===== src/rtl/mips_pkg.sv =====
// mips_pkg
//   Shared definitions for the ID/EX operand stage.
//   - AF_*      : ALU function codes carried from decode to the ALU.
//   - REG_ZERO  : index of the hard-wired zero register.
//   - fwd_sel_t : operand source chosen by the forwarding network.
package mips_pkg;

   localparam logic [3:0] AF_ADD = 4'b0000;
   localparam logic [3:0] AF_SUB = 4'b0001;
   localparam logic [3:0] AF_AND = 4'b0010;
   localparam logic [3:0] AF_OR  = 4'b0011;
   localparam logic [3:0] AF_XOR = 4'b0100;
   localparam logic [3:0] AF_SLT = 4'b0101;
   localparam logic [3:0] AF_SLL = 4'b0110;
   localparam logic [3:0] AF_SRL = 4'b0111;
   localparam logic [3:0] AF_LUI = 4'b1000;

   localparam logic [4:0] REG_ZERO = 5'd0;

   typedef enum logic [1:0] {
      FWD_REG = 2'd0,
      FWD_MEM = 2'd1,
      FWD_WB  = 2'd2
   } fwd_sel_t;

endpackage


===== src/rtl/fwd_mux.sv =====
// fwd_mux
//   Two-way priority forward select for one source operand in EX.
//   A MEM-stage match wins over a WB-stage match; register 0 is never forwarded.
// Ports
//   idx          in  REG_AW  latched source register index
//   reg_val      in  DATA_W  latched operand value
//   mem_reg_write/mem_rd/mem_result  in  MEM-stage write-back candidate
//   wb_reg_write/wb_rd/wb_result     in  WB-stage write-back candidate
//   fwd_val      out DATA_W  operand value after forwarding
module fwd_mux
   import mips_pkg::*;
#(
   parameter int DATA_W = 32,
   parameter int REG_AW = 5
) (
   input  logic [REG_AW-1:0] idx,
   input  logic [DATA_W-1:0] reg_val,
   input  logic              mem_reg_write,
   input  logic [REG_AW-1:0] mem_rd,
   input  logic [DATA_W-1:0] mem_result,
   input  logic              wb_reg_write,
   input  logic [REG_AW-1:0] wb_rd,
   input  logic [DATA_W-1:0] wb_result,
   output logic [DATA_W-1:0] fwd_val
);

   localparam logic [REG_AW-1:0] RZERO = REG_AW'(REG_ZERO);

   fwd_sel_t sel_s;

   // Choose the youngest in-flight producer of idx.
   always_comb begin
      sel_s = FWD_REG;
      if (mem_reg_write && (mem_rd != RZERO) && (mem_rd == idx)) begin
         sel_s = FWD_MEM;
      end else if (wb_reg_write && (wb_rd != RZERO) && (wb_rd == idx)) begin
         sel_s = FWD_WB;
      end else begin
         sel_s = FWD_REG;
      end
   end

   // Steer the selected source onto the operand.
   always_comb begin
      fwd_val = reg_val;
      case (sel_s)
         FWD_MEM: fwd_val = mem_result;
         FWD_WB:  fwd_val = wb_result;
         default: fwd_val = reg_val;
      endcase
   end

endmodule


===== src/rtl/id_ex_operand_stage.sv =====
// id_ex_operand_stage
//   ID/EX pipeline register plus operand selection feeding the ALU.
//   Captures decoded fields (with WB bypass and immediate extension), forwards
//   from MEM/WB in EX, and detects load-use hazards to insert one bubble.
// Ports
//   clk, rst_n, stall, flush          clock, async reset, freeze, kill
//   id_*                              decoded instruction from ID
//   mem_reg_write/mem_rd/mem_result   MEM-stage producer
//   wb_reg_write/wb_rd/wb_result      WB-stage producer
//   SrcA, SrcB, af, i                 ALU operands and controls (same cycle)
//   ex_valid, ex_rd, ex_reg_write, ex_mem_read, ex_store_data   EX status
//   lu_hazard                         hold ID; a bubble enters EX
module id_ex_operand_stage
   import mips_pkg::*;
#(
   parameter int DATA_W = 32,
   parameter int REG_AW = 5
) (
   input  logic              clk,
   input  logic              rst_n,
   input  logic              stall,
   input  logic              flush,
   input  logic              id_valid,
   input  logic [REG_AW-1:0] id_rs,
   input  logic [REG_AW-1:0] id_rt,
   input  logic [REG_AW-1:0] id_rd,
   input  logic [DATA_W-1:0] id_rs_val,
   input  logic [DATA_W-1:0] id_rt_val,
   input  logic [15:0]       id_imm16,
   input  logic              id_imm_sext,
   input  logic              id_i,
   input  logic [3:0]        id_af,
   input  logic              id_reg_write,
   input  logic              id_mem_read,
   input  logic              id_uses_rt,
   input  logic              mem_reg_write,
   input  logic [REG_AW-1:0] mem_rd,
   input  logic [DATA_W-1:0] mem_result,
   input  logic              wb_reg_write,
   input  logic [REG_AW-1:0] wb_rd,
   input  logic [DATA_W-1:0] wb_result,
   output logic [DATA_W-1:0] SrcA,
   output logic [DATA_W-1:0] SrcB,
   output logic [3:0]        af,
   output logic              i,
   output logic              ex_valid,
   output logic [REG_AW-1:0] ex_rd,
   output logic              ex_reg_write,
   output logic              ex_mem_read,
   output logic [DATA_W-1:0] ex_store_data,
   output logic              lu_hazard
);

   localparam logic [REG_AW-1:0] RZERO = REG_AW'(REG_ZERO);

   logic              ex_valid_r;
   logic [REG_AW-1:0] rs_idx_r;
   logic [REG_AW-1:0] rt_idx_r;
   logic [DATA_W-1:0] rs_val_r;
   logic [DATA_W-1:0] rt_val_r;
   logic [DATA_W-1:0] imm_ext_r;
   logic              i_r;
   logic [3:0]        af_r;
   logic [REG_AW-1:0] rd_r;
   logic              reg_write_r;
   logic              mem_read_r;

   logic [DATA_W-1:0] cap_rs_val_s;
   logic [DATA_W-1:0] cap_rt_val_s;
   logic [DATA_W-1:0] imm_ext_s;
   logic [DATA_W-1:0] fwd_rs_s;
   logic [DATA_W-1:0] fwd_rt_s;
   logic              lu_hazard_s;

   // WB writes the register file in the same cycle ID reads it, so the read
   // data can be stale; take the WB value at capture time instead.
   always_comb begin
      cap_rs_val_s = id_rs_val;
      cap_rt_val_s = id_rt_val;
      if (wb_reg_write && (wb_rd != RZERO) && (wb_rd == id_rs)) begin
         cap_rs_val_s = wb_result;
      end else begin
         cap_rs_val_s = id_rs_val;
      end
      if (wb_reg_write && (wb_rd != RZERO) && (wb_rd == id_rt)) begin
         cap_rt_val_s = wb_result;
      end else begin
         cap_rt_val_s = id_rt_val;
      end
   end

   // Sign- or zero-extend the 16-bit immediate to the datapath width.
   always_comb begin
      imm_ext_s = {{(DATA_W-16){id_imm16[15] & id_imm_sext}}, id_imm16};
   end

   // A load in EX whose result ID needs cannot be forwarded in time.
   always_comb begin
      lu_hazard_s = ex_valid_r & mem_read_r & (rd_r != RZERO) & id_valid &
                    ((id_rs == rd_r) | (id_uses_rt & (id_rt == rd_r)));
   end

   // ID/EX register: stall holds, flush or load-use loads a bubble.
   always_ff @(posedge clk or negedge rst_n) begin
      if (!rst_n) begin
         ex_valid_r  <= 1'b0;
         rs_idx_r    <= '0;
         rt_idx_r    <= '0;
         rs_val_r    <= '0;
         rt_val_r    <= '0;
         imm_ext_r   <= '0;
         i_r         <= 1'b0;
         af_r        <= 4'b0000;
         rd_r        <= '0;
         reg_write_r <= 1'b0;
         mem_read_r  <= 1'b0;
      end else if (!stall) begin
         if (flush || lu_hazard_s) begin
            ex_valid_r  <= 1'b0;
            reg_write_r <= 1'b0;
            mem_read_r  <= 1'b0;
         end else begin
            ex_valid_r  <= id_valid;
            rs_idx_r    <= id_rs;
            rt_idx_r    <= id_rt;
            rs_val_r    <= cap_rs_val_s;
            rt_val_r    <= cap_rt_val_s;
            imm_ext_r   <= imm_ext_s;
            i_r         <= id_i;
            af_r        <= id_af;
            rd_r        <= id_rd;
            reg_write_r <= id_reg_write;
            mem_read_r  <= id_mem_read;
         end
      end
   end

   fwd_mux #(.DATA_W(DATA_W), .REG_AW(REG_AW)) u_fwd_rs (
      .idx           (rs_idx_r),
      .reg_val       (rs_val_r),
      .mem_reg_write (mem_reg_write),
      .mem_rd        (mem_rd),
      .mem_result    (mem_result),
      .wb_reg_write  (wb_reg_write),
      .wb_rd         (wb_rd),
      .wb_result     (wb_result),
      .fwd_val       (fwd_rs_s)
   );

   fwd_mux #(.DATA_W(DATA_W), .REG_AW(REG_AW)) u_fwd_rt (
      .idx           (rt_idx_r),
      .reg_val       (rt_val_r),
      .mem_reg_write (mem_reg_write),
      .mem_rd        (mem_rd),
      .mem_result    (mem_result),
      .wb_reg_write  (wb_reg_write),
      .wb_rd         (wb_rd),
      .wb_result     (wb_result),
      .fwd_val       (fwd_rt_s)
   );

   // Operands go straight to the ALU; forwarding stays live during a stall.
   always_comb begin
      SrcA          = fwd_rs_s;
      SrcB          = i_r ? imm_ext_r : fwd_rt_s;
      ex_store_data = fwd_rt_s;
   end

   assign af           = af_r;
   assign i            = i_r;
   assign ex_valid     = ex_valid_r;
   assign ex_rd        = rd_r;
   assign ex_reg_write = ex_valid_r & reg_write_r;
   assign ex_mem_read  = ex_valid_r & mem_read_r;
   assign lu_hazard    = lu_hazard_s;

endmodule


===== config.mk =====
export PLATFORM = sky130hd
export DESIGN_NAME = id_ex_operand_stage
export DESIGN_NICKNAME = d
export VERILOG_FILES = /design/src/rtl/mips_pkg.sv /design/src/rtl/fwd_mux.sv /design/src/rtl/id_ex_operand_stage.sv
export SDC_FILE = /design/constraint.sdc
export NUM_CORES = 1
export LEC_CHECK = 0
export BUFFER_PORTS_ARGS = -buffer_cell sky130_fd_sc_hd__clkbuf_2
export CORE_MARGIN = 5
export CORE_UTILIZATION = 30
export CTS_CLUSTER_SIZE = 24
export DETAILED_ROUTE_END_ITERATION = 16
export PLACE_DENSITY = 0.55
export SLEW_MARGIN = 30
export SYNTH_ARGS = -nofsm -noshare
export SYNTH_HDL_FRONTEND = slang
export SYNTH_SLANG_ARGS = --single-unit

===== constraint.sdc =====
create_clock -name clk -period 7.7 [get_ports clk]
set_clock_uncertainty 0.05 [all_clocks]
set_input_delay 2.31 -clock clk [delete_from_list [all_inputs] [get_ports clk]]
set_output_delay 2.31 -clock clk [all_outputs]
set_load 0.01 [all_outputs]

Word level (Yosys, flattened, before mapping). Cells that the tools add are included.

Input bits: 185. Output and inout port bits: 110. Word-level logic and storage cells: 58. Register bits after elaboration: 104.

Reduce and logical (&&, ||, !) cells: 13. Bitwise gates (word level): 10. Muxes and demuxes: 12. Equal/unequal tests: 12.

Operators by type and width (count): $pmux W32 S2 (2); $mux W32 (3); $eq A5 B5 Y1 (8); $reduce_bool A5 Y1 (3); $logic_and A1 B1 Y1 (8); $mux W2 (4); $and A1 B1 Y1 (7); $eq A2 B1 Y1 const B (2); $eq A2 B2 Y1 const B (2); $mux W1 (3); $not A1 Y1 (2); $reduce_and A2 Y1 (1); $logic_or A1 B1 Y1 (1); $or A1 B1 Y1 (1).

Longest topological paths before layout.
Word-level depth: 8. Mapped depth: 8. Depth with buffers taken out: 5.

Hierarchy. A second synthesis with hierarchy kept.

Cells, all modules: 753. Area, all modules: 8101.5 um^2.

By module, submodules not included: id_ex_operand_stage (cells an instance 383, times used 1, sequential area each 2602.5 um^2, area each 5786.8 um^2); fwd_mux (cells an instance 185, times used 2, sequential area each 0.0 um^2, area each 1157.4 um^2).

Worst setup path before layout. OpenSTA, ideal clock, no wires.

Kind: input port to output port. Start: in wb_rd[3]. End: out SrcB[2]. Buffers on the path: 2. Setup slack: 1379 ps. Required time: 5340 ps. Stages on the path: 7. Data arrival time: 3961 ps. Path through: buf_2 > or4_4 > nor2_4 > nand4b_4 > buf_6 > mux2i_1 > a221oi_1.

Word-level cells in the longest chain between the ends: 8. Elaborated cells between the ends (all ways): 10. Those cells by class: eq/ne: 3; mux: 4; reduce/logical: 3.

Ends and longest elaborated chain: start: declaration (RTL line id_ex_operand_stage.sv:40) `input logic [REG_AW-1:0] wb_rd,`; $reduce_bool A5 Y1 (RTL line fwd_mux.sv:36) `end else if (wb_reg_write && (wb_rd != RZERO) && (wb_rd == idx)) begin`; $logic_and A1 B1 Y1 (RTL line fwd_mux.sv:36); $logic_and A1 B1 Y1 * (RTL line fwd_mux.sv:36); $mux W2 * (RTL line fwd_mux.sv:36); $mux W2 * (RTL line fwd_mux.sv:34) `if (mem_reg_write && (mem_rd != RZERO) && (mem_rd == idx)) begin`; $eq A2 B2 Y1 / $eq A2 B1 Y1 (equally long branches) (RTL line fwd_mux.sv:46) `case (sel_s)`; $pmux W32 S2 * (RTL line fwd_mux.sv:46); $mux W32 * (RTL line id_ex_operand_stage.sv:165) `SrcB = i_r ? imm_ext_r : fwd_rt_s;`; end: declaration (RTL line id_ex_operand_stage.sv:43) `output logic [DATA_W-1:0] SrcB,`.

Mark *: on every way between the ends. The rest lies on a longest branch, timed or not.

Worst setup path after layout.
Start: in mem_rd[0]. End: out SrcB[24].

Word-level cells in the longest chain between the ends: 7. Elaborated cells between the ends (all ways): 9. Those cells by class: eq/ne: 3; mux: 3; reduce/logical: 3.

Ends and longest elaborated chain: start: declaration (RTL line id_ex_operand_stage.sv:37) `input logic [REG_AW-1:0] mem_rd,`; $reduce_bool A5 Y1 (RTL line fwd_mux.sv:34); $logic_and A1 B1 Y1 (RTL line fwd_mux.sv:34); $logic_and A1 B1 Y1 * (RTL line fwd_mux.sv:34); $mux W2 * (RTL line fwd_mux.sv:34); $eq A2 B2 Y1 / $eq A2 B1 Y1 (equally long branches) (RTL line fwd_mux.sv:46); $pmux W32 S2 * (RTL line fwd_mux.sv:46); $mux W32 * (RTL line id_ex_operand_stage.sv:165).

Marked as above.

==> results.py <==
metrics = {
    "outcome": {
        "status": "complete, no violations",
    },
    "logic_synthesis": {
        "ys_warn_count": 0,
        "synth-seq-area-share_pct": 34.0,
        "ys.flop_type": "dfrtp_1",
        "synthArstFlopShare_pct": 100,
        "synthCells": 691,
        "synth-seq-cells": 104,
        "netlist_top_cells_area": "dfrtp_1 (34%), mux2_4 (23%), mux2i_1 (8.4%)",
        "syn_nets": 876,
        "yosysTopAreaCell": "dfrtp_1",
        "netlist.area_leader.share_pct": 34.0,
        "netlist_area_sq_um": 7650,
        "synth_cell_types": 37,
        "synth-edff-count": 0,
        "synth_area_per_cell_sq_um": 11.1,
    },
    "critical_path": {
        "endpoint": "SrcB[24]",
        "r2r-start": "ex_rd[1]",
        "path_cells": "clkbuf_2 -> or4_1 -> o21a_1 -> nand3_4 -> nand2b_1 -> o221ai_1 -> clkbuf_2",
        "cpMaxStageDelayCell": "nand2b_1",
        "startpoint": "mem_rd[0]",
        "cp_data_required_time_ns": 5.34,
        "rr_endpoint": "i",
        "crit_type": "input port to output pin",
        "end_kind": "output pin",
        "max_stage_delay_ns": 0.59,
        "worstSetupStartpointType": "input port",
        "r2r_cells": 5,
        "regToRegSetupSlack_ns": 4.68,
        "path_max_fanout": 35,
        "crit_path_frequent_cell": "clkbuf_2",
        "arrival_ns": 4.72,
    },
    "floorplanning": {
        "core.rowCount": 58,
        "start_util_pct": 30.5,
        "floorplan.die.width_um": 170,
        "die_y_um": 170,
        "io_pins": 295,
        "die_area_sq_um": 28800,
        "core_sq_um": 25100,
    },
    "global_route": {
        "grt_overflow_total": 0,
        "antenna_found_initial": 0,
        "grt_max_degree": 64,
        "grt_pass1_wl_um": 39000,
        "grt_usage_pct": 17.2,
        "grt_pass1_vias": 6679,
    },
    "route": {
        "drt-initial-drc-count": 223,
        "drtAntennaViolNets": 0,
        "first_pass_iters": 4,
        "post_drt_via_cell_ratio": 4.91,
        "via_count": 6310,
        "wirelength_um": 25600,
        "route.detailed.drc": 0,
        "wl_per_cell_um": 19.9,
    },
    "timing": {
        "report.final.slew_viol_count": 0,
        "post-route-period-util_pct": 91.9,
        "setup-tns-final_ns": 0,
        "fin_ws_ns": 0.623,
        "rsz0062_at_grt": "false",
        "relSlewSlack_pct": 39.9,
        "period_needed_ns": 7.08,
        "fmax_mhz": 141,
        "tightest_slew_ns": 0.901,
        "hold_viol_final": 0,
        "setup_viol": 0,
    },
    "clock_tree": {
        "cts_tree": "built",
        "clk_latency_ns": 0.35,
        "cts_buffer_depth": 2,
        "cts-root-buf": "clkbuf_16",
        "clk_pin_slew_worst_paths_ns": 0.08,
        "htree_levels": 3,
        "cts_setup_buffers": 0,
        "postCtsHoldBufs": 0,
        "cts_resized": 0,
        "cts_buffers": 9,
        "cts.sinks": 104,
    },
    "power_and_ir_drop": {
        "powerDensity_nw_per_um2": 187,
        "irDropWorstVdd_mv": 0.104,
        "p_int_mw": 1.21,
        "clockPowerShare_pct": 26.3,
        "power_leakage_nw": 4.67,
        "seq_power_share_pct": 37.6,
        "combPwrFrac_pct": 36.2,
        "p_sw_mw": 0.608,
        "swShare_pct": 33.5,
    },
    "layout": {
        "drive_gt1_share_pct": 51.6,
        "nFillCells": 2602,
        "nets": 1137,
        "diodes": 0,
        "synthToLayoutAreaGrowth_pct": 26.5,
    },
    "min_path": {
        "hold_path_class": "flip-flop to flip-flop",
    },
    "place": {
        "gp_congestion": 0.827,
        "dp.final_hpwl_um": 18700,
        "io_buffers": 294,
        "place_ws_ns": 0.611,
    },
    "run": {
        "cap_violations": 0,
    },
}
cell families after synthesis:
family | Yosys count | synth area share [%]
muxes | 212 | 36.0
DFF | 104 | 34.0
buffers and inverters | 75 | 5.56
AOI/OAI and AO/OA | 121 | 10.9
and+or+nand+nor | 139 | 8.92
xor gates and xnor gates | 40 | 4.58
stage by stage:
step / total power, mW / util [%] / instance area (sq um) / instances / hold slack, ns
after floorplan: 1.08 / - / 7650 / 691 / 0.414
after global placement: 1.35 / 37.3 / 9380 / 1271 / 0.434
after detailed placement: 1.35 / 37.3 / 9380 / 1271 / 0.436
after CTS: 1.85 / 38.5 / 9670 / 1286 / 0.459
after global routing: 1.93 / 38.5 / 9670 / 1286 / 0.469
final: 1.81 / 38.5 / 9670 / 1286 / 0.456
final cells by class:
cell class,instances,area (sq um),area share [%]
multi-input combinational,512,4680,48.4
timing repair buffer,308,1620,16.7
sequential,104,2600,26.9
clock inverter,5,63.8,0.660
clock buffer,10,229,2.37
tap,330,413,4.27
inverter,17,63.8,0.660
registers in the layout, indices dropped and copies added, names as in the netlist:
name and flops:
ex_rd 5, mem_read_r 1, i 1, af 4, imm_ext_r 17, rt_idx_r 5
rs_idx_r 5, rt_val_r 32, rs_val_r 32, ex_valid 1, reg_write_r 1
cell usage after synthesis, types with 4 or more instances:
cell type and number:
dfrtp_1 104, mux2_4 119, nand2_1 49, mux2i_1 64, buf_4 7, xnor2_1 13
buf_2 10, a21oi_1 32, o21ai_0 32, nor2_1 36, nor3_1 19, buf_6 14
o221ai_1 16, inv_1 17, mux2_2 29, o22ai_1 17, nand2b_1 17, xor2_1 27
a221oi_2 10, a221oi_1 6, buf_1 4, clkbuf_1 23
layer usage:
metal,vias to the layer above,global-route usage [%],wire (um)
li1,3022,-,-
met1,3072,22.8,11600
met2,194,28.5,11900
met3,22,4.33,1730
met4,0,3.71,380
met5,-,0,0
layout by cell type (no fill, tap or decap), drive strengths merged, types with 17 or more instances in the layout:
cell type	count
o21ai	32
xor2	27
nor3	19
nor2	37
mux2i	64
nand2b	17
a21oi	32
o22ai	17
inv	20
mux2	148
nand2	49
clkbuf	303
dfrtp	104
power by group through the flow:
stage               Sequential, mW  Clock (mW)  Combinational [mW]
floorplan                    0.677           0               0.403
global placement             0.690           0               0.657
detailed placement           0.690           0               0.662
CTS                          0.681       0.506               0.664
global route                 0.691       0.524               0.711
finish                       0.681       0.476               0.656
worst min path at each step:
stage | start | end | slack, ns | depth (start not counted)
after floorplan | mem_read_r | mem_read_r | 0.41 | 1
after global placement | mem_read_r | mem_read_r | 0.43 | 1
after detailed placement | reg_write_r | reg_write_r | 0.44 | 1
after CTS | reg_write_r | reg_write_r | 0.46 | 1
after global routing | rs_val_r[3] | rs_val_r[3] | 0.47 | 1
final | mem_read_r | mem_read_r | 0.46 | 1
critical path: cells and delay by family:
family	cells	cell delay, ns
buffers and inverters	2	0.29
AO/OA/AOI/OAI	2	0.67
AND/OR/NAND/NOR	3	1.43
Note: power is estimated with default switching activity, not from simulation.
